==> config.mk <==
export PLATFORM = sky130hd
export DESIGN_NAME = wb_stage
export DESIGN_NICKNAME = d
export VERILOG_FILES = /design/src/rtl/wb_stage.sv
export SDC_FILE = /design/constraint.sdc
export NUM_CORES = 1
export LEC_CHECK = 0
export ABC_AREA = 0
export CORE_ASPECT_RATIO = 1.1
export CORE_MARGIN = 2
export CORE_UTILIZATION = 35
export DETAILED_ROUTE_END_ITERATION = 12
export SLEW_MARGIN = 20
export SYNTH_ARGS = -nofsm -noshare
export SYNTH_HDL_FRONTEND = slang
export SYNTH_SLANG_ARGS = --single-unit
==> constraint.sdc <==
create_clock -name clk -period 2.45 [get_ports clk]
set_input_delay 0.49 -clock clk [delete_from_list [all_inputs] [get_ports clk]]
set_output_delay 0.49 -clock clk [all_outputs]
set_load 0.005 [all_outputs]
==> src/rtl/wb_stage.sv <==
// wb_stage -- register-file write-back stage.
//
// Merges two result sources into a single register-file write port:
//   - ALU results, flow-controlled with alu_valid/alu_ready.
//   - Load data, which is never stalled (no ready).
// When both sources arrive in the same cycle, the load wins and the ALU
// result is parked in a one-entry hold buffer. That entry drains on the
// next cycle without a load. The ALU is held off (alu_ready low) while the
// buffer is full, so ALU results keep their original order.
//
// Ports:
//   clk, rstn           clock, asynchronous active-low reset
//   alu_valid/ready     ALU handshake; alu_ready = !hold_v
//   alu_rd, alu_result  ALU destination register and value
//   mem_valid           load data offered (always accepted)
//   mem_rd              load destination register
//   mem_funct3          load type: LB/LH/LW/LBU/LHU
//   mem_addr_lo         load byte address [1:0]
//   mem_rdata           raw data-memory word
//   wr_en/addr/data     registered register-file write port
//   load_err            one-cycle pulse for a misaligned or illegal load
//   wb_count            number of committed register writes (wraps)

module wb_stage (
    input  logic        clk,
    input  logic        rstn,
    input  logic        alu_valid,
    output logic        alu_ready,
    input  logic [4:0]  alu_rd,
    input  logic [31:0] alu_result,
    input  logic        mem_valid,
    input  logic [4:0]  mem_rd,
    input  logic [2:0]  mem_funct3,
    input  logic [1:0]  mem_addr_lo,
    input  logic [31:0] mem_rdata,
    output logic        wr_en,
    output logic [4:0]  wr_addr,
    output logic [31:0] wr_data,
    output logic        load_err,
    output logic [31:0] wb_count
);

    logic        hold_v;
    logic [4:0]  hold_rd;
    logic [31:0] hold_data;

    logic [7:0]  ld_byte;
    logic [15:0] ld_half;
    logic [31:0] ld_data;
    logic        ld_err;

    logic        sel_v;
    logic [4:0]  sel_rd;
    logic [31:0] sel_data;
    logic        sel_err;
    logic        cap_hold;
    logic        clr_hold;

    assign alu_ready = !hold_v;

    // Load alignment and extension
    always_comb begin
        ld_byte = 8'h00;
        ld_half = mem_addr_lo[1] ? mem_rdata[31:16] : mem_rdata[15:0];
        ld_data = 32'h0;
        ld_err  = 1'b0;
        case (mem_addr_lo)
            2'd0:    ld_byte = mem_rdata[7:0];
            2'd1:    ld_byte = mem_rdata[15:8];
            2'd2:    ld_byte = mem_rdata[23:16];
            default: ld_byte = mem_rdata[31:24];
        endcase
        case (mem_funct3)
            3'b000: ld_data = {{24{ld_byte[7]}}, ld_byte};
            3'b100: ld_data = {24'h0, ld_byte};
            3'b001: begin
                ld_data = {{16{ld_half[15]}}, ld_half};
                ld_err  = mem_addr_lo[0];
            end
            3'b101: begin
                ld_data = {16'h0, ld_half};
                ld_err  = mem_addr_lo[0];
            end
            3'b010: begin
                ld_data = mem_rdata;
                ld_err  = (mem_addr_lo != 2'd0);
            end
            default: ld_err = 1'b1;
        endcase
    end

    // Source selection: load > hold buffer > ALU
    always_comb begin
        sel_v    = 1'b0;
        sel_rd   = 5'd0;
        sel_data = 32'h0;
        sel_err  = 1'b0;
        cap_hold = 1'b0;
        clr_hold = 1'b0;
        if (mem_valid) begin
            sel_v    = 1'b1;
            sel_rd   = mem_rd;
            sel_data = ld_data;
            sel_err  = ld_err;
            cap_hold = alu_valid && !hold_v;
        end else if (hold_v) begin
            sel_v    = 1'b1;
            sel_rd   = hold_rd;
            sel_data = hold_data;
            clr_hold = 1'b1;
        end else if (alu_valid) begin
            sel_v    = 1'b1;
            sel_rd   = alu_rd;
            sel_data = alu_result;
        end
    end

    always_ff @(posedge clk or negedge rstn) begin
        if (!rstn) begin
            wr_en     <= 1'b0;
            wr_addr   <= 5'd0;
            wr_data   <= 32'h0;
            load_err  <= 1'b0;
            wb_count  <= 32'h0;
            hold_v    <= 1'b0;
            hold_rd   <= 5'd0;
            hold_data <= 32'h0;
        end else begin
            wr_en    <= 1'b0;
            load_err <= sel_v && sel_err;
            // x0 writes and faulted loads are consumed silently; the
            // write port keeps its last address/data in that case.
            if (sel_v && !sel_err && (sel_rd != 5'd0)) begin
                wr_en    <= 1'b1;
                wr_addr  <= sel_rd;
                wr_data  <= sel_data;
                wb_count <= wb_count + 32'd1;
            end
            if (cap_hold) begin
                hold_v    <= 1'b1;
                hold_rd   <= alu_rd;
                hold_data <= alu_result;
            end else if (clr_hold) begin
                hold_v <= 1'b0;
            end
        end
    end

endmodule
==> results.md <==
* #FFs+latches synth at ~110
* RSZ-0062 raised after global routing: no
* Residual DRC count at 0
* Fin. Hold Viols at 0
* Port Buffers at 154
* Seq pwr share at 42.6%
* Final worst path period share at 90.07%
* Final ANT Viol Nets at 0
* Fillers at 1664
* Cells after synthesis at 614
* Critical path cell sequence: clkdlybuf4s50_1, buf_4, nand3b_1, a2bb2oi_1, nor4_4, buf_12, buf_4, a211oi_1, xnor2_1
* Post-CTS Hold Buffers at 0
* Sw Ratio at 30.55%
* Largest net degree at the start of global routing at 43
* # setup viols final at 0
* Vias per cell at 5.495
* Leading area contributor after synthesis: dfrtp_1
* Synth warn at 0
* Routed WL per cell at 18.84 µm
* DR pass1 iterations at 5
* Most common cell after layout, fill and taps aside: clkdlybuf4s50_1
* Ys flop type: dfrtp_1
* Placed cell area at approximately 8600 µm²
* GPL Wtd Cong at 0.8860
* Post-synth EDFFs at 0
* Clock power share at between 20% and 30%
* Crit path capture type: flop
* Gr usage total at between 20% and 30%
* Top cells by area, synth: dfrtp_1 43%, mux2_2 9.4%, a22oi_1 4.4%
* Fin Hold WS at 29.37 ps
* Ratio of total power to cell area at 631.7 nW/µm²
* Clock Pin Slew Worst Setup and Hold Paths at 80 ps
* Avg Cell Area, Syn at 10.35 µm²
* Seq. cell area at 2728 µm²
* Hold Crit Class: input port to async pin
* CTS H-tree lvls at 3
* Setup TNS at 0 ps
* Detail Placement HPWL at 14610 µm
* Place WS at -120.5 ps
* Post-route minimum period at approximately 2200 ps
* Area growth syn-to-layout at 39.92%
* Die Width at 132.5 µm
* Total core area at 17740 µm²
* Max cap viols at 0
* Final core occ at between 50 and 60%
* Leak at between 3 and 4 nW
* Final #Nets at 879
* Clk_skew at 11.36 ps
* Maximum vdd drop at 0.0003484 V
* CP Launch Type: input port
* Achievable frequency at 0.4532 GHz
* Pwr Total at about 5.6 mW
* TritonCTS Buffers at 9
* CTS root buf: clkbuf_16
* Share of layout cells above drive strength 1 at approximately a fifth
* CP bufs+invs at 4
* Comb power frac at 29.8%
* Worst slew margin at 55.54%
* Status: finished, final reports clean
* Clock buffer depth at 2
* Crit-path max FO at 21
* Final Non-Filler Cells at 1038
* CTS tree: built
* Post-synth ARST share at 100.0%
* Synth cell types at 53
* Gates resized, CTS repair at 0
* NetSw at 1.716 mW
* Slowest-stage cell, CP: clkdlybuf4s50_1
* Antenna violations before repair at 0
* Placed Cells at 1022
* Sequential area share after synthesis at 42.93%
* Final worst slack at between 200 and 250 ps
* Clk sinks at 109
* DIE HEIGHT at around 150 µm
* Clock Latency Late Sink at 360 ps
* Worst path required time at 2720 ps
* DRT iter0 DRCs at 444
* CP max stage delay at ~480 ps
* Via count at 5704
* Top cell family by delay on the critical path: buffers and inverters
* CP Class: input port to flop
* Most frequent cells in the layout: 152 x clkdlybuf4s50_1, 109 x dfrtp_1, 53 x mux2_2, 53 x buf_4, 41 x a21oi_1
* Most used cell, CP: buf_4
* Final instance area at about 8900 µm²
* Total grt overflow at 0
* Tightest Pin Transition at 665.2 ps
* Die area at 19250 µm²
* # IOs at 155
* Pins Over Slew Limit at 0
* Initial core utilization at 35.82%
* Final WL at 19560 µm
* Worst EP arrival at 2480 ps
* Syn nets at roughly 700
* Footprint of the multi-input gates at approximately 3300 µm²
* Yosys top cell area share at 42.93%
* Int Pwr at 3.900 mW
* Post-CTS Setup Inserts at 0
* First-pass GRT wire length at 31290 µm
* Antenna Cells at 0
* Post-Syn Area at 6354 µm²
* Vias in the first global route at 5812
* Site Rows at 51
-- power by group through the flow --
stage	sequential (mW)	combinational (mW)	clock [mW]
after floorplan	2.37	0.757	0
after global placement	2.42	1.64	0
after detailed placement	2.43	1.68	0
after CTS	2.39	1.69	1.60
after global routing	2.43	1.81	1.67
final	2.39	1.67	1.55
-- synth_stat cells, types with 2 or more instances --
master and number:
inv_1 31, xor2_1 29, xnor2_1 2, nand2_1 35
nand4_1 8, a31oi_1 6, nand3b_1 4, o21ai_0 19
or3b_2 7, o311ai_4 2, a21oi_1 41, nand3_1 20
a22oi_1 37, nor3_1 3, nor3b_1 2, nor2b_1 8
mux2i_1 26, and3_1 4, buf_2 19, a221oi_1 9
clkbuf_1 21, nor2_1 25, dfrtp_1 109, a21o_1 6
buf_6 3, a211oi_1 17, buf_4 4, o32ai_1 7
o22ai_1 14, mux2_1 5, mux2_2 53, or3_1 4
a2111oi_2 11, a2bb2oi_1 4
-- cell type report --
class	instances	area share (%)
flip-flops and latches	109	30.68
clock buffers	9	2.533
repair buffers	217	24.12
multi-input cells	425	36.92
inverters	33	1.422
well taps	238	3.350
clock inverters	7	0.9711
-- worst paths after layout --
path,from,to,slack [ps],cells after the start
setup / recovery,alu_valid,wb_count[14],240,9
hold / removal,rstn,wr_data[30],30,1
setup reg to reg,hold_v,wb_count[15],390,8
hold reg to reg,wb_count[31],wb_count[31],470,1
max in group asynchronous,rstn,wr_data[20],1770,2
min in group clk,wb_count[31],wb_count[31],470,1
-- registers in the layout (all words and copies together) (netlist names) --
register and flops:
hold_data 32, wb_count 32, wr_addr 5, hold_rd 5, load_err 1, wr_data 32
hold_v 1, wr_en 1
-- cells by family (layout without fill, tap and decap cells) --
group / count (synthesis) / in the layout / synth area share [%]
AOI/OAI and AO/OA: 182 / 182 / 21.49
xor gates and xnor gates: 31 / 31 / 4.273
adders and majority gates: 1 / 1 / 0.1969
buffers and inverters: 80 / 266 / 5.731
DFF: 109 / 109 / 42.93
muxes: 85 / 85 / 14.73
and+or+nand+nor: 126 / 126 / 10.65
-- layer usage --
metal / GRT usage, % / wire length, µm / vias to the layer above
li1: - / - / 2654
met1: 26.35 / 8584 / 2827
met2: 33.60 / 9476 / 199
met3: 3.948 / 1153 / 24
met4: 6.774 / 343 / 0
met5: 0 / 0 / -
Power figures use the tool's default switching activity.
